### src/rtl/core_pkg.sv
// Shared decode constants and state types for the 4-bit core.
package core_pkg;

    typedef enum logic [1:0] {
        REG_A  = 2'd0,
        REG_B  = 2'd1,
        REG_MX = 2'd2,
        REG_MY = 2'd3
    } opsel_e;

    typedef enum logic [1:0] {
        FETCH,
        READ,
        EXEC,
        DONE
    } exec_state_e;

    localparam logic [11:0] OP_LD_RI  = 12'hE00;
    localparam logic [11:0] MSK_LD_RI = 12'hFC0;
    localparam logic [11:0] OP_LD_X   = 12'hB00;
    localparam logic [11:0] OP_LD_Y   = 12'h800;
    localparam logic [11:0] MSK_LD_XY = 12'hF00;
    localparam logic [11:0] OP_RLC    = 12'hAF0;
    localparam logic [11:0] MSK_RLC   = 12'hFF0;
    localparam logic [11:0] OP_RRC    = 12'hE8C;
    localparam logic [11:0] MSK_RRC   = 12'hFFC;
    localparam logic [11:0] OP_SCF    = 12'hF41;
    localparam logic [11:0] OP_RCF    = 12'hF5E;
    localparam logic [11:0] OP_NOP7   = 12'hFFF;

    // Index of the final cycle (instruction length minus one).
    localparam logic [2:0] LAST_SHORT = 3'd4;
    localparam logic [2:0] LAST_LONG  = 3'd6;

    function automatic logic op_match(
        input logic [11:0] ir,
        input logic [11:0] op,
        input logic [11:0] msk
    );
        return (ir & msk) == op;
    endfunction

endpackage

### src/rtl/core_rotate_alu.sv
// Rotate-through-carry unit; dir=0 rotates left (RLC), dir=1 right (RRC).
module core_rotate_alu (
    input  logic [3:0] value,
    input  logic       carry_in,
    input  logic       dir,
    output logic [3:0] result,
    output logic       carry_out,
    output logic       zero
);

    always_comb begin
        result    = {value[2:0], carry_in};
        carry_out = value[3];
        if (dir) begin
            result    = {carry_in, value[3:1]};
            carry_out = value[0];
        end
        zero = (result == 4'd0);
    end

endmodule

### src/rtl/core_bench_cpu.sv
// Minimal 4-bit E0C6200-style execution core with external ROM/RAM ports.
// Define CORE_DEBUG_EN to expose internal registers on the dbg_* outputs.
module core_bench_cpu
    import core_pkg::*;
(
    input  logic        clk,
    input  logic        reset_n,
    output logic [11:0] rom_addr,
    input  logic [11:0] rom_data,
    output logic [11:0] ram_addr,
    input  logic [3:0]  ram_rdata,
    output logic [3:0]  ram_wdata,
    output logic        ram_we,
    output logic        instr_done,
    output logic [3:0]  dbg_a,
    output logic [3:0]  dbg_b,
    output logic [11:0] dbg_x,
    output logic [11:0] dbg_y,
    output logic [7:0]  dbg_sp,
    output logic [11:0] dbg_pc,
    output logic        dbg_carry,
    output logic        dbg_zero
);

    exec_state_e state_q, state_d;
    logic [2:0]  cnt_q, cnt_d;
    logic [11:0] ir_q, ir_d;
    logic [3:0]  opnd_q, opnd_d;
    logic [11:0] pc_q, pc_d;
    logic [3:0]  a_q, a_d;
    logic [3:0]  b_q, b_d;
    logic [11:0] x_q, x_d;
    logic [11:0] y_q, y_d;
    logic [7:0]  sp_q, sp_d;
    logic        c_q, c_d;
    logic        z_q, z_d;

    logic   is_ldri, is_ldx, is_ldy, is_scf, is_rcf;
    logic   is_rlc, is_rrc, is_long, uses_sel, wr_mem;
    opsel_e sel;
    logic [2:0] last;
    logic [3:0] alu_res, wval, operand;
    logic       alu_c, alu_z;

    always_comb begin
        is_ldri  = op_match(ir_q, OP_LD_RI, MSK_LD_RI);
        is_ldx   = op_match(ir_q, OP_LD_X, MSK_LD_XY);
        is_ldy   = op_match(ir_q, OP_LD_Y, MSK_LD_XY);
        is_scf   = (ir_q == OP_SCF);
        is_rcf   = (ir_q == OP_RCF);
        is_rlc   = op_match(ir_q, OP_RLC, MSK_RLC)
                   && (ir_q[3:2] == ir_q[1:0]);
        is_rrc   = op_match(ir_q, OP_RRC, MSK_RRC);
        is_long  = is_scf | is_rcf | is_rlc
                   | (ir_q == OP_NOP7);
        last     = is_long ? LAST_LONG : LAST_SHORT;
        sel      = opsel_e'(is_ldri ? ir_q[5:4] : ir_q[1:0]);
        uses_sel = is_ldri | is_rlc | is_rrc;
        wr_mem   = uses_sel
                   && (sel == REG_MX || sel == REG_MY);
    end

    assign ram_addr = (sel == REG_MY) ? y_q : x_q;
    assign rom_addr = pc_q;

    always_comb begin
        unique case (sel)
            REG_A:   operand = a_q;
            REG_B:   operand = b_q;
            default: operand = ram_rdata;
        endcase
    end

    core_rotate_alu u_alu (
        .value     (opnd_q),
        .carry_in  (c_q),
        .dir       (is_rrc),
        .result    (alu_res),
        .carry_out (alu_c),
        .zero      (alu_z)
    );

    assign wval      = is_ldri ? ir_q[3:0] : alu_res;
    assign ram_wdata = wval;

    always_comb begin
        state_d    = state_q;
        cnt_d      = cnt_q;
        ir_d       = ir_q;
        opnd_d     = opnd_q;
        pc_d       = pc_q;
        a_d        = a_q;
        b_d        = b_q;
        x_d        = x_q;
        y_d        = y_q;
        sp_d       = sp_q;
        c_d        = c_q;
        z_d        = z_q;
        instr_done = 1'b0;
        ram_we     = 1'b0;
        unique case (state_q)
            FETCH: begin
                ir_d    = rom_data;
                cnt_d   = 3'd1;
                state_d = READ;
            end
            READ: begin
                opnd_d  = operand;
                cnt_d   = cnt_q + 3'd1;
                state_d = EXEC;
            end
            EXEC: begin
                cnt_d = cnt_q + 3'd1;
                if (cnt_q == last - 3'd1) state_d = DONE;
            end
            DONE: begin
                instr_done = 1'b1;
                ram_we     = wr_mem;
                pc_d       = pc_q + 12'd1;
                cnt_d      = 3'd0;
                state_d    = FETCH;
                unique case (1'b1)
                    is_ldx: x_d[7:0] = ir_q[7:0];
                    is_ldy: y_d[7:0] = ir_q[7:0];
                    is_scf: c_d = 1'b1;
                    is_rcf: c_d = 1'b0;
                    is_rlc, is_rrc: begin
                        c_d = alu_c;
                        z_d = alu_z;
                    end
                    default: ;
                endcase
                if (uses_sel) begin
                    unique case (sel)
                        REG_A:   a_d = wval;
                        REG_B:   b_d = wval;
                        default: ;
                    endcase
                end
            end
            default: state_d = FETCH;
        endcase
    end

    always_ff @(posedge clk or negedge reset_n) begin
        if (!reset_n) begin
            state_q <= FETCH;
            cnt_q   <= '0;
            ir_q    <= '0;
            opnd_q  <= '0;
            pc_q    <= '0;
            a_q     <= '0;
            b_q     <= '0;
            x_q     <= '0;
            y_q     <= '0;
            sp_q    <= '0;
            c_q     <= 1'b0;
            z_q     <= 1'b0;
        end else begin
            state_q <= state_d;
            cnt_q   <= cnt_d;
            ir_q    <= ir_d;
            opnd_q  <= opnd_d;
            pc_q    <= pc_d;
            a_q     <= a_d;
            b_q     <= b_d;
            x_q     <= x_d;
            y_q     <= y_d;
            sp_q    <= sp_d;
            c_q     <= c_d;
            z_q     <= z_d;
        end
    end

`ifdef CORE_DEBUG_EN
    assign dbg_a     = a_q;
    assign dbg_b     = b_q;
    assign dbg_x     = x_q;
    assign dbg_y     = y_q;
    assign dbg_sp    = sp_q;
    assign dbg_pc    = pc_q;
    assign dbg_carry = c_q;
    assign dbg_zero  = z_q;
`else
    logic unused_dbg;
    assign unused_dbg = ^{sp_q, z_q};
    assign dbg_a      = '0;
    assign dbg_b      = '0;
    assign dbg_x      = '0;
    assign dbg_y      = '0;
    assign dbg_sp     = '0;
    assign dbg_pc     = '0;
    assign dbg_carry  = 1'b0;
    assign dbg_zero   = 1'b0;
`endif

endmodule

### config.mk
export PLATFORM = sky130hd
export DESIGN_NAME = core_bench_cpu
export DESIGN_NICKNAME = d
export VERILOG_FILES = /design/src/rtl/core_pkg.sv /design/src/rtl/core_rotate_alu.sv /design/src/rtl/core_bench_cpu.sv
export SDC_FILE = /design/constraint.sdc
export NUM_CORES = 1
export LEC_CHECK = 0
export ABC_AREA = 1
export CAP_MARGIN = 40
export CORE_MARGIN = 2
export CORE_UTILIZATION = 52
export CTS_CLUSTER_DIAMETER = 80
export DETAILED_ROUTE_END_ITERATION = 16
export PLACE_DENSITY = 0.87
export RECOVER_POWER = 50
export SYNTH_ARGS = -nofsm -noshare
export SYNTH_HDL_FRONTEND = slang
export SYNTH_SLANG_ARGS = --single-unit
### constraint.sdc
create_clock -name clk -period 3.4 [get_ports clk]
set_input_delay 1.02 -clock clk [delete_from_list [all_inputs] [get_ports clk]]
set_output_delay 1.02 -clock clk [all_outputs]
set_load 0.01 [all_outputs]
==> metrics list, run 1 <==
* Result of the run: finished clean
- WP data required: about 2.4 ns
* Drt initial violations: 136
- The worst setup path is captured at an output port.
- Summing the areas of all xor and xnor instances in the mapped netlist gives 2.784% of the synthesized area.
- Among all stages on the critical path, the largest delay is contributed by clkdlybuf4s50_1.
- Biggest fanout along the worst timing path: 6
- The number of buffers and inverters on the critical path is 1.
- Startpoint Class: flip-flop
- By startpoint and endpoint, the worst setup path is classified as reg2out.
* Clock slew seen by the registers of the worst setup and hold paths: 0.06 ns
- Crit path cell chain: nand2_1 -> nor4_4 -> nand2_2 -> nand3_2 -> nand2_1 -> nor2_1 -> clkdlybuf4s50_1
- Growth of design area from synthesis to finish: 16.96%
- Remaining antenna violation count: 0
- Sequential elements use roughly two fifths of the synthesized area.
- Entering global routing, the biggest net connects 59 pins.
- For this block, the routed nets add up to just over 7000 um of wire.
- Wire per inst: about 13 um
* Residual DRC count: 0
- Each instance of the synthesized netlist takes up on average 8.124 um^2.
- Clock tree from TritonCTS: built
* Cell area after synthesis: 0.003461 mm^2
* Clock tree root driver cell: clkbuf_8
- The H-tree generated during clock tree synthesis spans 3 levels.
- Combinational family with the most area after synthesis: simple AND/OR/NAND/NOR gates
- The number of antenna diodes in the final layout is 0.
* Initial core utilization: roughly 54%
- The synthesized design contains 0 enable-type register cells.
- Compound-gate portion of the synthesized area: approximately 8.9%
- Via count of the first global-routing pass: 2691
- Ratio of cells with drive above 1 in the final layout: 13.09%
- Router iterations before antenna repair: 4
- Most frequent cell on the critical path: nand2_1
* Die area: ~0.0073 mm^2
- Worst-case headroom to the max-slew limit: 5.680%
* Leakage power total: 2.111 nW
* Post-Route Skew: ~0.011 ns
* Gate count after technology mapping: 426
- Input and output buffers added on the ports amount to 43.
- Upper clock frequency limit: 298.0 MHz
* Flip-flop and latch count after synthesis: between 50 and 60
- Floorplan die width: 85.58 um
- The congestion estimate from routability-driven global placement came to roughly 0.92.
- Count of endpoints failing hold in the final timing report: 0
- Clk sink count: 58
* IR drop worst, VDD: 527.1 uV
- P per Cell Area: ~830 mW/mm^2
* Register-to-Register Setup Slack: 0.98 ns
- For this run, the total global-route usage over all layers was measured as 20.95%.
* Min-Delay Path Class: reg2reg
- In this run the standard cell core region covers between 0.006 and 0.007 mm^2.
* Post-Synth Simple-Gate Area: 25.02%
* Global-route wire length before repair: between 10000 and 15000 um
- The most used flip-flop cell after synthesis is dfrtp_1.
- Area occupied by multi-input gates: 0.001593 mm^2
- Share of cell area taken by muxes after synthesis: 0.3254%
- Final worst hold slack: 0.4692 ns
- Clock latency of the later-clocked register in the worst-skew pair: 0.34 ns
- Largest stage delay on the critical path: approximately 0.54 ns
- HPWL after detailed placement: 5317 um
* Number of antenna violations at the first check in global routing: 0
- Maximum count of clock buffers along a single path: 2
- Sequential cell area: about 0.0015 mm^2
* Utilization after layout: 63.38%
* Vias per std cell: 4.845
* Data arrival, critical path: 2.34 ns
- The number of max-slew violations in the final report is 0.
* Top-Level Pins: 102
- Setup repair after global routing missed its margin: yes
- Number of core rows: 29
- Final setup margin: 0.04420 ns
* Count of yosys warnings during synthesis: 0
- Counting flops with an async set or reset pin after synthesis yields a share of 100.0%.
- Slew at the pin closest to its max-slew limit: between 1 and 1.5 ns
- Dividing the final minimum period by the clock period gives 98.70%.
* Worst setup slack before clock tree synthesis: 0.2843 ns
- Hold repair after CTS inserted 0 buffers.
- Unique masters post-synth: 34
- Final count of negative-setup-slack endpoints: 0
- The number of clock buffers added by TritonCTS is 9.
* Post-layout net count: 509
- The routed layout has 2742 vias.
* Top Family by Delay on Critical Path: simple AND/OR/NAND/NOR gates
- Final worst path period need: 3.356 ns
* Post-Synth Adder-Cell Area: 2.531%
- Congestion Overflow GR: 0
* Die height: 85.58 um
* MaxCap Viol Count: 0
- The layout has 540 filler cells.
layout make-up:
cell class | instances | share of cell area [%]
Inverter | 43 | 4.049
Clock buffer | 11 | 3.493
Timing Repair Buffer | 55 | 12.95
Clock inverter | 5 | 1.917
Multi-Input combinational cell | 317 | 39.35
Tap cell | 77 | 2.380
Sequential cell | 58 | 35.86
path summary, 6_finish.rpt:
kind / depth (start not counted) / startpoint / to
worst max register to register: 6 / state_q[0] / x_q[2]
worst min-delay path: 1 / rom_addr[11] / rom_addr[11]
worst max-delay path: 7 / ir_q[3] / ram_we
worst min register to register: 1 / rom_addr[11] / rom_addr[11]
max in group asynchronous: 2 / reset_n / ir_q[10]
min in group asynchronous: 2 / reset_n / ir_q[1]
per-stage QoR:
stage,power [mW],area [um^2],instances,setup TNS (ns)
2_1_floorplan,2.137,3675,483,0
3_3_place_gp,2.556,3759,541,0
3_5_place_dp,2.625,3759,541,0
4_1_cts,3.364,3994,558,0
5_1_grt,3.602,4048,566,-0.03783
6_report,3.348,4048,566,0
worst register-to-register path, delay by kind of cell (launching register included):
kind | cells | cell delay, ns
simple gates | 2 | 0.88
buf+inv | 2 | 0.70
flops | 1 | 0.40
fa+ha+maj | 1 | 0.25
compound gates | 1 | 0.11
where the power goes:
part           total [mW]  internal, mW  switching, mW
Clock               0.703         0.430          0.273
Sequential           1.16         0.944          0.212
Combinational        1.49         0.604          0.884
per-layer routing:
layer	global-route usage [%]	up-vias	wire [um]
li1	-	1331	-
met1	24.67	1310	2914
met2	36.86	88	3685
met3	3.754	13	346
met4	10.10	0	144
met5	0	-	0
flip-flops by register name (all words and copies together), names as in the netlist:
register / flops
y_q: 8
a_q: 4
c_q: 1
cnt_q: 3
ir_q: 12
x_q: 8
opnd_q: 4
state_q: 2
b_q: 4
rom_addr: 12
kinds of logic (layout without fill, tap and decap cells):
| group | count (synthesis) | count (layout) |
|---|---|---|
| AOI/OAI and AO/OA | 51 | 51 |
| DFF | 58 | 58 |
| adders and majority gates | 7 | 7 |
| muxes | 1 | 1 |
| and+or+nand+nor | 189 | 189 |
| other | 1 | 58 |
| xor gates and xnor gates | 11 | 11 |
| buffers and inverters | 108 | 114 |
cells in the mapped netlist, types with 6 or more instances:
cell	n	area share (%)
xor2_1	8	2.0
nand2_1	120	13
ha_1	7	2.5
a21oi_2	8	2.0
buf_4	59	13
a21oi_1	9	1.3
o21ai_0	29	4.2
inv_1	36	3.9
nor2_1	28	3.0
nand3_1	19	2.7
inv_2	6	0.65
dfrtp_1	58	42
what timing repair did:
action,in CTS,in global routing
setup endpoints to repair,8,13
gates resized for setup,1,8
cloned,0,0
buffers inserted,1,8
pin swaps,1,2
placed cells by master (no fill, tap or decap), types with 8 or more instances in the layout:
| master | count |
|---|---|
| dfrtp_1 | 58 |
| clkbuf_8 | 10 |
| nor2_1 | 27 |
| a21oi_2 | 8 |
| clkdlybuf4s50_1 | 36 |
| conb_1 | 58 |
| a21oi_1 | 9 |
| inv_1 | 35 |
| buf_4 | 10 |
| o21ai_0 | 29 |
| nand2_1 | 120 |
| xor2_1 | 8 |
| nand3_1 | 19 |
Note: power is estimated with default switching activity, not from simulation.
==> run 2: changes to the inputs <==
CORE_UTILIZATION = 48   (was 52)
PLACE_DENSITY = 0.81   (was 0.87)
SYNTH_HIERARCHICAL = 1   (was unset)
clock period = 3.74 ns   (was 3.4 ns; I/O delays follow)
==> run 2 against run 1 <==
Against the previous run:
- wire length decreased by 4.9%
- clock power decreased by 29%
- combinational power is 15% lower
- cell area shrank 3.6%
- area after synthesis is 0.36% lower
- flip-flop and latch count unchanged
- register-to-register slack better by 0.60 ns
- utilization fell by 6.6 points
- count of clock-buffer cells in the layout grew 2
- sequential share of layout area grew 1.4 points
==> metrics list, run 2 <==
- Slew at the pin closest to its max-slew limit: 1.394 ns
* Design internal power: 1.618 mW
- Growth of design area from synthesis to finish: 13.10%
- The final layout contains 502 nets.
- Remaining antenna violation count: 0
- The H-tree generated during clock tree synthesis spans 3 levels.
- Residual DRC count: 0
- Switching portion of total power: a little over two fifths
- Across the routed clock network, the largest skew measured is 0.007543 ns.
- Worst-case headroom to the max-slew limit: approximately 7.0%
- The flow ran to the end, and the final reports show no timing, DRC or antenna violations.
* Overall Global Routing Usage: 18.44%
- HPWL after detailed placement: 5072 um
- Final setup margin: 0.3148 ns
* Endpoint kind of the worst setup timing path: output port
- Clock-pin slew was measured on the worst setup and hold paths at 0.06 ns.
- On the critical path, the stage with the largest delay is an instance of clkdlybuf4s50_1.
- Ratio of cells with drive above 1 in the final layout: 8.091%
- Via count of the first global-routing pass: 2529
- TritonCTS built the clock tree.
- At the worst endpoint, the arrival time is 2.30 ns.
- At the end of routability-driven placement, the weighted congestion stood at around 0.84.
- Clock tree root driver cell: clkbuf_8
- The completed layout was analyzed and its total power is 2.808 mW.
* Maximum count of clock buffers along a single path: 2
- The placed instances occupy a cell area of 0.003732 mm^2.
* Fraction of power consumed by the clock network: 17.7%
- In the layout the commonest cells are nand2_1, conb_1, dfrtp_1, o21ai_0, clkdlybuf4s50_1.
- For this configuration, the core starts out at a cell density of 50.20%.
- Total clock buffers created by CTS: 9
- Area occupied by multi-input gates: approximately 0.0015 mm^2
- Setup violations remaining at the end of the flow were counted as 0.
- Global routing finished with a remaining overflow of 0.
- Entering global routing, the biggest net connects 59 pins.
- Wire length after detailed routing: 6745 um
- In this run the count of I/O pins placed on the die edge is 102.
* Global-route wire length before repair: 11260 um
- Once placement completed, the tool counted placed cells totaling 562.
- Number of antenna violations at the first check in global routing: 0
- The cell count after synthesis came out at 430.
* Upper clock frequency limit: 292.0 MHz
- The analysis attributes to net switching a power of 1.190 mW.
* Most common cell after layout, fill and taps aside: nand2_1
* Cell area after synthesis: 0.003448 mm^2
- Count of endpoints failing hold in the final timing report: 0
- Across the VDD grid, the largest voltage drop is roughly 400 uV.
- Leakage power total: ~2.1 nW
- Number of core rows: 30
- Final worst-path cycle share: 91.58%
- The layout has 639 filler cells.
- During placement, the flow inserted port buffers numbering 43.
- The first detailed-routing pass took 4 iterations.
* Post-CTS Hold Buffers: 0
- Floorplan die width: 88.76 um
* MaxCap Viol Count: 0
- Vias per std cell: 4.630
- Final worst hold slack: between 0.4 and 0.5 ns
* Ant. Diodes: 0
- Critical path start-end classification: reg2out
- The region available for standard cell placement spans approximately 0.007 mm^2.
- Via count: 2676
- Crit path cell chain: inv_1 -> nand2_1 -> nor2_1 -> nand3_1 -> o21ai_2 -> o21ai_2 -> nor2_1 -> clkdlybuf4s50_1
* Biggest fanout along the worst timing path: 11
* TNS Setup: 0 ns
* Min-Delay Path Class: reg2reg
* Part of the total power dissipated in sequential elements: 37.2%
* Wire per inst: 11.67 um
- For the worst-skew pair, the clock arrives at the later sink with an insertion delay of 0.34 ns.
- After the flow finishes, the layout carries non-filler instances totaling 578.
- Final worst path period need: 3.425 ns
- A synthesized cell averages about 8.0 um^2.
- For this design the ratio of total power to cell area is around 700 mW/mm^2.
* WP data required: 2.62 ns
- Power share of the combinational group: 45.1%
- Max-slew violations: 0
- Startpoint Class: flip-flop
- Sequential cell area: 0.001451 mm^2
- Die area: 0.007878 mm^2
- Cells fill 56.78% of the core in the end.
- Worst setup slack before clock tree synthesis: 0.4395 ns
* Drt initial violations: 175
- For this run, the slowest stage of the critical path takes 0.56 ns.
- Clk sink count: 58
- Count of yosys warnings during synthesis: 6
- Die height: 88.76 um
- Setup repair after global routing left no endpoint under its margin.
- Post-Layout Inst Area: approximately 0.0039 mm^2
==> run 2: cell type report <==
cell class              instances  share of cell area (%)
inverters                      42                   4.299
clock inverters                 3                  0.3850
multi-input cells             320                   39.62
flip-flops and latches         58                   37.22
repair buffers                 46                   11.58
well taps                      96                   3.080
clock buffers                  13                   3.818
==> run 2: worst max-delay path, delay by kind of cell, from the launching register on <==
family          cells  cell delay (ns)
compound gates      2             0.34
simple gates        4             0.50
buf+inv             2             0.75
flops               1             0.39
==> run 2: path summary, 6_finish.rpt <==
check,start,end,slack [ns],depth (start not counted)
max,ir_q[5],ram_we,0.31,8
min,rom_addr[11],rom_addr[11],0.47,1
max reg2reg,state_q[1],y_q[0],1.58,4
min reg2reg,rom_addr[11],rom_addr[11],0.47,1
max in group asynchronous,reset_n,rom_addr[0],1.71,2
min in group asynchronous,reset_n,c_q,1.19,2
==> run 2: what timing repair did <==
action                     4_1_cts  5_1_grt
setup endpoints to repair        0        4
setup buffers                    0        0
resized for setup                0        5
==> run 2: power groups by stage <==
stage | logic, mW | clock network (mW) | registers (mW)
after global placement | 1.24 | 0 | 1.04
after global routing | 1.43 | 0.531 | 1.08
after detailed placement | 1.28 | 0 | 1.05
after floorplan | 0.901 | 0 | 1.02
final | 1.27 | 0.497 | 1.04
after CTS | 1.29 | 0.504 | 1.04
==> run 2: per-layer routing <==
layer | global-route usage [%] | vias up | part of all wire, %
met5 | 0 | - | 0
met4 | 4.545 | 0 | 0.12
met3 | 5.504 | 2 | 5.8
met2 | 31.00 | 88 | 52
met1 | 23.36 | 1263 | 42
li1 | - | 1323 | -
